<file path="config.mk">
export PLATFORM = sky130hd
export DESIGN_NAME = cond_unit_flat
export DESIGN_NICKNAME = d
export VERILOG_FILES = /design/src/rtl/cond_unit_if.sv /design/src/rtl/cond_unit.sv /design/src/flat_wrapper.sv
export SDC_FILE = /design/constraint.sdc
export NUM_CORES = 1
export LEC_CHECK = 0
export ABC_AREA = 1
export BUFFER_PORTS_ARGS = -buffer_cell sky130_fd_sc_hd__buf_2
export CAP_MARGIN = 15
export CORE_AREA = 8 8 45 47
export CTS_CLUSTER_SIZE = 28
export DETAILED_ROUTE_END_ITERATION = 10
export DIE_AREA = 0 0 53 55
export SYNTH_ARGS = -nofsm -noshare
export SYNTH_HDL_FRONTEND = slang
export SYNTH_SLANG_ARGS = --single-unit
export TNS_END_PERCENT = 5
</file>
<file path="constraint.sdc">
create_clock -name clk -period 1.5 [get_ports clk]
set_clock_uncertainty 0.1 [all_clocks]
set_input_delay 0.15 -clock clk [delete_from_list [all_inputs] [get_ports clk]]
set_output_delay 0.15 -clock clk [all_outputs]
set_load 0.01 [all_outputs]
</file>
<file path="src/rtl/cond_unit_if.sv">
// Decoder/FSM to conditional-execution stage bundle: raw write requests in,
// committed write enables and debug flag state out.
interface cond_unit_if;
  logic [3:0] Cond;
  logic [3:0] ALUFlags;
  logic [1:0] FlagW;
  logic       PCS;
  logic       NextPC;
  logic       RegW;
  logic       MemW;
  logic       PCWrite;
  logic       RegWrite;
  logic       MemWrite;
  logic [3:0] Flags;
  logic       CondExDelayed;

  modport master (
    output Cond, ALUFlags, FlagW, PCS, NextPC, RegW, MemW,
    input  PCWrite, RegWrite, MemWrite, Flags, CondExDelayed
  );

  modport slave (
    input  Cond, ALUFlags, FlagW, PCS, NextPC, RegW, MemW,
    output PCWrite, RegWrite, MemWrite, Flags, CondExDelayed
  );
endinterface

</file>
<file path="src/rtl/cond_unit.sv">
// Conditional-execution stage: NZCV flag register, condition evaluation and
// gating of the decoder's write requests with the registered condition result.
module cond_unit (
  input logic      clk,
  input logic      reset,
  cond_unit_if.slave bus
);
  logic [3:0] flags_q;
  logic       cond_ex_q;
  logic       cond_ex;
  logic [1:0] flag_write;
  logic       n, z, c, v;

  assign n = flags_q[3];
  assign z = flags_q[2];
  assign c = flags_q[1];
  assign v = flags_q[0];

  // Condition is always evaluated against the pre-update flags.
  always_comb begin
    cond_ex = 1'b0;
    case (bus.Cond)
      4'b0000: cond_ex = z;
      4'b0001: cond_ex = ~z;
      4'b0010: cond_ex = c;
      4'b0011: cond_ex = ~c;
      4'b0100: cond_ex = n;
      4'b0101: cond_ex = ~n;
      4'b0110: cond_ex = v;
      4'b0111: cond_ex = ~v;
      4'b1000: cond_ex = c & ~z;
      4'b1001: cond_ex = ~c | z;
      4'b1010: cond_ex = (n == v);
      4'b1011: cond_ex = (n != v);
      4'b1100: cond_ex = ~z & (n == v);
      4'b1101: cond_ex = z | (n != v);
      4'b1110: cond_ex = 1'b1;
      default: cond_ex = 1'b0;
    endcase
  end

  assign flag_write = bus.FlagW & {2{cond_ex}};

  always_ff @(posedge clk or posedge reset) begin
    if (reset) begin
      flags_q   <= 4'b0000;
      cond_ex_q <= 1'b0;
    end else begin
      if (flag_write[1]) flags_q[3:2] <= bus.ALUFlags[3:2];
      if (flag_write[0]) flags_q[1:0] <= bus.ALUFlags[1:0];
      cond_ex_q <= cond_ex;
    end
  end

  // Fetch advance (NextPC) is never squashed by the condition.
  assign bus.RegWrite      = bus.RegW & cond_ex_q;
  assign bus.MemWrite      = bus.MemW & cond_ex_q;
  assign bus.PCWrite       = bus.NextPC | (bus.PCS & cond_ex_q);
  assign bus.Flags         = flags_q;
  assign bus.CondExDelayed = cond_ex_q;
endmodule
</file>
<file path="src/flat_wrapper.sv">
// flat-port wrapper written by rule: the top's interface ports become plain ports
module cond_unit_flat 
  (clk, reset, bus_Cond, bus_ALUFlags, bus_FlagW, bus_PCS, bus_NextPC, bus_RegW, bus_MemW, bus_PCWrite, bus_RegWrite, bus_MemWrite, bus_Flags, bus_CondExDelayed);
  cond_unit_if bus_i ();
  input logic clk;
  input logic reset;
  input wire logic [$bits(bus_i.Cond)-1:0] bus_Cond;
  input wire logic [$bits(bus_i.ALUFlags)-1:0] bus_ALUFlags;
  input wire logic [$bits(bus_i.FlagW)-1:0] bus_FlagW;
  input wire logic [$bits(bus_i.PCS)-1:0] bus_PCS;
  input wire logic [$bits(bus_i.NextPC)-1:0] bus_NextPC;
  input wire logic [$bits(bus_i.RegW)-1:0] bus_RegW;
  input wire logic [$bits(bus_i.MemW)-1:0] bus_MemW;
  output wire logic [$bits(bus_i.PCWrite)-1:0] bus_PCWrite;
  output wire logic [$bits(bus_i.RegWrite)-1:0] bus_RegWrite;
  output wire logic [$bits(bus_i.MemWrite)-1:0] bus_MemWrite;
  output wire logic [$bits(bus_i.Flags)-1:0] bus_Flags;
  output wire logic [$bits(bus_i.CondExDelayed)-1:0] bus_CondExDelayed;
  assign bus_i.Cond = bus_Cond;
  assign bus_i.ALUFlags = bus_ALUFlags;
  assign bus_i.FlagW = bus_FlagW;
  assign bus_i.PCS = bus_PCS;
  assign bus_i.NextPC = bus_NextPC;
  assign bus_i.RegW = bus_RegW;
  assign bus_i.MemW = bus_MemW;
  assign bus_PCWrite = bus_i.PCWrite;
  assign bus_RegWrite = bus_i.RegWrite;
  assign bus_MemWrite = bus_i.MemWrite;
  assign bus_Flags = bus_i.Flags;
  assign bus_CondExDelayed = bus_i.CondExDelayed;
  cond_unit u_core (.clk(clk), .reset(reset), .bus(bus_i));
endmodule
</file>
After elaboration in Yosys (flattened, before gate mapping)
Cells that the tools add are included.
{"block": "op_classes", "eq_ne": 16, "n_mux": 1, "bitwise": 13, "n_reduce_logical": 1}
{"op": "== test 4 bit (second input constant)", "n": 7}
{"op": "== test 4 x 3 -> 1 bit (second input constant)", "n": 4}
{"op": "one-hot mux 1 bit (15 select lines)", "n": 1}
{"op": "== test 4 x 2 -> 1 bit (second input constant)", "n": 2}
{"op": "bitwise AND 1 bit", "n": 5}
{"op": "== test 4 x 1 -> 1 bit (second input constant)", "n": 1}
{"op": "zero test 4 bit", "n": 1}
{"op": "inverter 1 bit", "n": 4}
{"op": "bitwise OR 1 bit", "n": 3}
{"op": "bitwise AND 2 bit", "n": 1}
{"op": "== test 1 bit", "n": 1}
{"op": "inequality test 1 bit", "n": 1}
{"block": "totals", "input_bits": 16, "word_cells": 34, "output_inout_bits": 8, "register_bits": 5}

Depth between registers and ports, before layout
Gate-level depths: netlist of the first run.
{"block": "logic_depth", "word_depth": 4, "mapped_depth": 12, "mapped_depth_nobuf": 12}

Worst setup path before layout of the first run
Ideal clock, no wire load.
{"block": "synth_path", "path_kind": "reg2reg", "from": "reg u_core.flags_q[3], in the netlist u_core.bus.Flags[3]", "to": "reg u_core.flags_q[0], in the netlist u_core.bus.Flags[0]", "path_buffers": 0, "slack_ps": 152, "setup_ps": 117, "stages_incl_launch_ff": 13, "arrival_time_ps": 1131, "required_ps": 1283, "synth_period_minus_slack_ps": 1348, "path_cell_list": "dfrtp_1 > inv_1 > nand2_1 > nand2_2 > nand2_2 > nand2_1 > nand2_1 > nand2_1 > nor2_2 > nand2_2 > nand2_1 > nand2_1 > nand2_1"}
{"block": "synth_between", "elab_chain_cells": 4, "elab_cells_between_ends": 7, "classes_between": "eq/ne: 2; mux: 1; bitwise: 4"}
{"element": "start, declared", "line": "cond_unit.sv:8", "source": "logic [3:0] flags_q;"}
{"element": "start signal, assigned", "line": "cond_unit.sv:49", "source": "if (flag_write[1]) flags_q[3:2] <= bus.ALUFlags[3:2];"}
{"element": "inequality test 1 bit / == test 1 bit (equally long branches)"}
{"element": "bitwise OR 1 bit / bitwise AND 1 bit (equally long branches)", "line": "cond_unit.sv:36, cond_unit.sv:35"}
{"element": "one-hot mux 1 bit (15 select lines) (*)", "line": "cond_unit.sv:22", "source": "case (bus.Cond)"}
{"element": "net u_core.cond_ex", "line": "cond_unit.sv:10", "source": "logic cond_ex;"}
{"element": "bitwise AND 2 bit (*)", "line": "cond_unit.sv:42", "source": "assign flag_write = bus.FlagW & {2{cond_ex}};"}
The timed path passes the listed nets; every way through them passes the cells marked *.
A chain may end at the register's enable or synchronous reset.

Worst setup path after layout of the first run
{"block": "layout_path", "from": "reg u_core.flags_q[3], in the netlist u_core.bus.Flags[3]", "to": "reg u_core.flags_q[3], in the netlist u_core.bus.Flags[3]"}
The elaborated chain is that of the path after synthesis.

==> summary.md, run 1 <==
| Metric | Value |
|---|---|
| Status | finished, final reports clean |
| Avg Inst Size Synth | approximately 5.7 um2 |
| Pwr per Cell Area | 1480 nW/um2 |
| TritonCTS buffer count | 3 |
| Layout cells sized above 1 | a little under two fifths |
| Setup Crit Path Kind | register to register |
| Buffer depth of the longest clock path | 2 |
| Post-synth top area share | 29.5% |
| H-Tree Depth | 1 |
| Final Hold Viols | 0 |
| Die height | approximately 55 um |
| GP Congestion | between 0.7 and 0.8 |
| Part of the cycle the worst path needs | a little over nine tenths |
| Post-route cell area | around 640 um2 |
| Final setup vio count | 0 |
| DR DRC count | 0 |
| Slew @ Worst Pin | 187 ps |
| Routed Antenna Nets | 0 |
| Hold Slack | 41.5 ps |
| Die area | 2920 um2 |
| Storage element area | approximately 130 um2 |
| Port buffer count | 23 |
| CP cell instances | inv_2 -> nand2_2 -> nand2_2 -> nand2_2 -> nand2_1 -> nand2_1 -> nand2_1 -> nor2_2 -> nand2_2 -> nand2_2 -> nand2_1 -> nand2_1 |
| Vias in the first global route | roughly 460 |
| Footprint of the multi-input gates | between 200 and 300 um2 |
| Register bit total from synthesis | 5 |
| RSZ-0062 raised after global routing | true |
| Worst Path Max Fanout | 7 |
| Max frequency | about 710 MHz |
| Max rail drop VDD | between 0.8 and 0.9 mV |
| Initial Util | about 31% |
| DR iter-0 viols | 7 |
| Max-slew violations | 0 |
| Delay-heaviest family, CP | simple AND/OR/NAND/NOR gates |
| Die Span X | 53 um |
| Worst R2R End | u_core.bus.Flags[3] |
| Ys Warns | 0 |
| Reg clk slew, reported paths | ~40 ps |
| Vias | around 540 |
| Hold Path Cell Cnt | 3 |
| Pin count of the biggest net entering global routing | 8 |
| Row count | 14 |
| Post-synthesis sequential area ratio | between 20% and 30% |
| Via-per-instance ratio | between 4 and 5 |
| Layout area overhead | 49.9% |
| Dpl cell area | approximately 560 um2 |
| Worst EP arrival | 1490 ps |
| Post-route minimum period | 1420 ps |
| Setup slack, reg-to-reg | roughly 84 ps |
| Later-pin clock latency in the skew report | about 240 ps |
| Most frequent cells in the layout | nand2_1, buf_2, nand3_1 |
| Synth area leaders | dfrtp_1, nand2_1, nand3_1 |
| Number of placed I/O pins | 24 |
| Mapped Area | approximately 420 um2 |
| Leakage | slightly above 0.0004 uW |
| Cells on worst reg2reg path | 12 |
| Sink Count | 5 |
| Critical-path top delay cell | dfrtp_1 |
| Worst setup EP type | register |
| Final wirelength | between 1 and 1.5 mm |
| Initial antenna violation count | 0 |
| Diode count | 0 |
| Clk Tree Root Cell | clkbuf_4 |
| Detail Placement HPWL | roughly 1000 um |
| Gr ovfl total | 0 |
| Max incr delay on CP | around 410 ps |
| Initial DRT Pass Iterations | 4 |
| Reg2Reg Launch Point | u_core.bus.Flags[3] |
| Max cap viols | 0 |
| Number of cells produced by synthesis | 75 |
| Hold path start | bus_ALUFlags[2] |
| Syn Nets | 91 |
| Hold-critical path endpoint | u_core.bus.Flags[2] |
| Fillers | roughly 150 |
| Bufs and invs on worst path | 1 |
| Wire per inst | between 9 and 10 um |
| NumNets Final | about 120 |
| CP Launch Type | register |
| Most common cell after layout, fill and taps aside | nand2_1 |
| Worst hold path class | input port to register |
| Worst relative slew slack | roughly 88% |
| TritonCTS clock tree | built |
| All-Layer GR Usage | under 10% |
| Post-layout util | between 40% and 50% |
| Core ar. | ~1400 um2 |
| Critical path required time | 1570 ps |
| First-pass GRT wire length | ~1.9 mm |
| Netlist cell types | 11 |
| Cell taking the most area after synthesis | dfrtp_1 |
[area by class of cell]
type                    instances  area share (%)
clock buffers                   4            4.13
flip-flops and latches          5            19.7
inverters                      12            7.09
multi-input cells              58            41.5
repair buffers                 28            24.4
well taps                      16            3.15
[cell families after synthesis]
family,count (synthesis),share of synthesized area (%)
simple gates,55,55.8
buf+inv,12,10.6
flops,5,29.5
compound gates,3,4.13
[power by group]
part           switching (uW)  internal, uW  total, uW
Clock                    50.6           100        151
Combinational             276           234        510
Sequential               77.5           199        277
Total                     404           533        938
[state kept, by name (all words and copies together), names as in the netlist]
register and cells:
u_core.bus.Flags 4, u_core.bus.CondExDelayed 1
[stage by stage]
step	power (uW)	setup TNS, ps	instances	setup WS, ps
finish	938	0	123	83.6
global route	1030	-208	123	-55.9
CTS	850	0	119	62.1
detailed placement	688	0	114	72.0
global placement	684	0	114	73.7
floorplan	529	0	75	152
[repair_timing]
action | in CTS | in global routing
buffers inserted | 0 | 4
gates resized for setup | 0 | 6
endpoints found under the hold margin | 5 | 0
hold buffers | 1 | 0
endpoints found under the setup margin | 0 | 4
[synthesized netlist by cell type]
cell type,number
a21o_1,1
a21oi_1,2
dfrtp_1,5
inv_1,12
nand2_1,31
nand2_2,3
nand3_1,12
nand3b_1,1
nor2_1,6
nor2_2,1
nor3_1,1
[how the worst max path moves through the flow]
stage | cells after the start | slack [ps] | to | from
finish | 12 | 80 | u_core.bus.Flags[3] | u_core.bus.Flags[3]
global route | 12 | -60 | u_core.bus.Flags[3] | u_core.bus.Flags[0]
CTS | 12 | 60 | u_core.bus.Flags[1] | u_core.bus.Flags[0]
detailed placement | 12 | 70 | u_core.bus.Flags[1] | u_core.bus.Flags[0]
global placement | 11 | 70 | u_core.bus.Flags[2] | u_core.bus.Flags[0]
floorplan | 12 | 150 | u_core.bus.Flags[0] | u_core.bus.Flags[3]
[metal layers]
metal  vias up  part of all wire (%)  GRT usage (%)
met3         0                   6.6           3.74
li1        295                     -              -
met1       229                    47           9.22
met2        14                    46           14.3
met4         0                     0           5.17
met5         -                     0              0
[worst min-delay path, delay by kind of cell]
kind,cells,cell delay [ps]
and+or+nand+nor,2,120
buffers and inverters,1,80
(Power assumes the default switching activity.)
==> run 2: changes to the inputs <==
GPL_TIMING_DRIVEN = 0   (was not set)
==> summary.md, run 2 (same netlist as run 1, synthesis figures left out) <==
| Metric | Value |
|---|---|
| TritonCTS clock tree | built |
| Worst R2R End | u_core.bus.Flags[1] |
| Detail Placement HPWL | between 1 and 1.5 mm |
| Worst Path Max Fanout | 7 |
| TritonCTS buffer count | 3 |
| NumNets Final | 124 |
| Gr ovfl total | 0 |
| Buffer depth of the longest clock path | 2 |
| Die height | approximately 55 um |
| Setup Crit Path Kind | register to register |
| Wire per inst | roughly 10 um |
| Core ar. | about 1400 um2 |
| Routed Antenna Nets | 0 |
| Most common cell after layout, fill and taps aside | nand2_1 |
| Vias | approximately 560 |
| Met1 Use GR | under 10% |
| Max cap viols | 0 |
| Setup slack, reg-to-reg | between 70 and 80 ps |
| M2 GR Usage | about 17% |
| Most frequent cells in the layout | nand2_1, buf_2, nand3_1 |
| Worst setup EP type | register |
| Die Span X | approximately 53 um |
| All-Layer GR Usage | 9.11% |
| Worst hold path class | input port to register |
| P_int | between 500 and 600 uW |
| Pin count of the biggest net entering global routing | 8 |
| Layout cells sized above 1 | 38.3% |
| Later-pin clock latency in the skew report | 240 ps |
| Part of the cycle the worst path needs | between 90% and 100% |
| H-Tree Depth | 1 |
| Final Hold Viols | 0 |
| Slew @ Worst Pin | roughly 200 ps |
| Reg clk slew, reported paths | 40 ps |
| Clock share of power | between 15 and 20% |
| Via-per-instance ratio | between 4 and 5 |
| Initial Util | between 30 and 40% |
| Storage element area | 126 um2 |
| Critical path required time | around 1500 ps |
| Hold path start | bus_ALUFlags[3] |
| Fin cells | about 120 |
| Footprint of the multi-input gates | between 200 and 300 um2 |
| Status | finished, final reports clean |
| Final worst slack | just over 70 ps |
| Diode count | 0 |
| Busiest layer in global routing | met2 |
| Worst relative slew slack | roughly 87% |
| Cell total after placement | around 110 |
| RSZ-0062 raised after global routing | true |
| Port buffer count | 23 |
| Number of placed I/O pins | 24 |
| Cells on worst reg2reg path | 12 |
| DR iter-0 viols | 5 |
| Logic gate share of total power | 53.9% |
| DR DRC count | 0 |
| Sink Count | 5 |
| Max incr delay on CP | just over 400 ps |
| Leakage | around 0.0004 uW |
| Sequential share of power | just under 30% |
| Total Power | 948 uW |
| Post-route minimum period | roughly 1400 ps |
| Die area | between 2000 and 3000 um2 |
| CP cell instances | inv_2 -> nand2_2 -> nand2_2 -> nand2_2 -> nand2_1 -> nand2_1 -> nand2_1 -> nor2_2 -> nand2_2 -> nand2_2 -> nand2_1 -> nand2_1 |
| Hold-critical path endpoint | u_core.bus.Flags[3] |
| Row count | 14 |
| Hold Path Cell Cnt | 3 |
| Reg2Reg Launch Point | u_core.bus.Flags[0] |
| Max-slew violations | 0 |
| GP Congestion | between 0.7 and 0.8 |
| Final wirelength | between 1 and 1.5 mm |
| Vias in the first global route | 510 |
| P_sw | ~400 uW |
| Fillers | roughly 160 |
| Met3 usage | around 2.4% |
| Dpl cell area | ~560 um2 |
| Max rail drop VDD | roughly 0.71 mV |
| Max frequency | between 600 and 700 MHz |
| Pwr per Cell Area | 1490 nW/um2 |
| First-pass GRT wire length | around 2 mm |
| Post-route cell area | approximately 640 um2 |
| Critical-path top delay cell | dfrtp_1 |
| Initial DRT Pass Iterations | 4 |
| Initial antenna violation count | 0 |
| Sw frac | 43.5% |
| CP Launch Type | register |
| Layout area overhead | 50.1% |
| Pre-CTS WS | 48.0 ps |
| Clk Tree Root Cell | clkbuf_4 |
| Max reg flops | 4 |
| Setup TNS | 0 ps |
| Worst EP arrival | 1460 ps |
| Final setup vio count | 0 |
run 2: cell counts in the layout (fill, tap and decap cells not counted):
Identical to the previous run, type by type.
run 2: power by group through the flow:
stage	combinational, uW	sequential (uW)	clock (uW)
6_report	511	282	155
5_1_grt	560	295	175
4_1_cts	422	276	162
3_5_place_dp	418	277	0
3_3_place_gp	410	275	0
2_1_floorplan	236	293	0
run 2: worst max-delay path: cells and delay by family (launching register included):
| kind | cells | cell delay [ps] |
|---|---|---|
| buffers and inverters | 1 | 80 |
| and+or+nand+nor | 11 | 710 |
| DFF | 1 | 410 |
run 2: what timing repair did:
action | CTS | global route
resized for setup | 0 | 7
hold endpoints to repair | 5 | 0
setup endpoints to repair | 0 | 4
hold buffers | 1 | 0
buffers inserted | 0 | 4
run 2: routing by layer:
layer	wire (um)	vias to the layer above
li1	-	293
met1	506	245
met2	649	19
met3	94	4
met4	23	0
met5	0	-
run 2: cell type report:
class | instances | share of cell area (%)
clock buffers | 4 | 4.13
multi-input cells | 58 | 41.5
inverters | 12 | 7.07
repair buffers | 28 | 24.4
well taps | 16 | 3.14
flip-flops and latches | 5 | 19.8
run 2: worst max path at each step:
stage / to / from / depth (start not counted)
final: u_core.bus.Flags[1] / u_core.bus.Flags[0] / 12
after global routing: u_core.bus.Flags[1] / u_core.bus.Flags[0] / 12
after CTS: u_core.bus.Flags[1] / u_core.bus.Flags[3] / 12
after detailed placement: u_core.bus.Flags[1] / u_core.bus.Flags[3] / 12
after global placement: u_core.bus.Flags[0] / u_core.bus.Flags[3] / 12
after floorplan: u_core.bus.Flags[0] / u_core.bus.Flags[3] / 12
run 2: through the flow:
| step | util, % | hold WS, ps |
|---|---|---|
| 4_1_cts | 43.0 | 39.1 |
| 3_5_place_dp | 40.4 | -45.1 |
| 3_3_place_gp | 40.4 | -46.1 |
| 2_1_floorplan | - | -171 |
| 5_1_grt | 46.0 | 38.9 |
| 6_report | 46.0 | 40.4 |
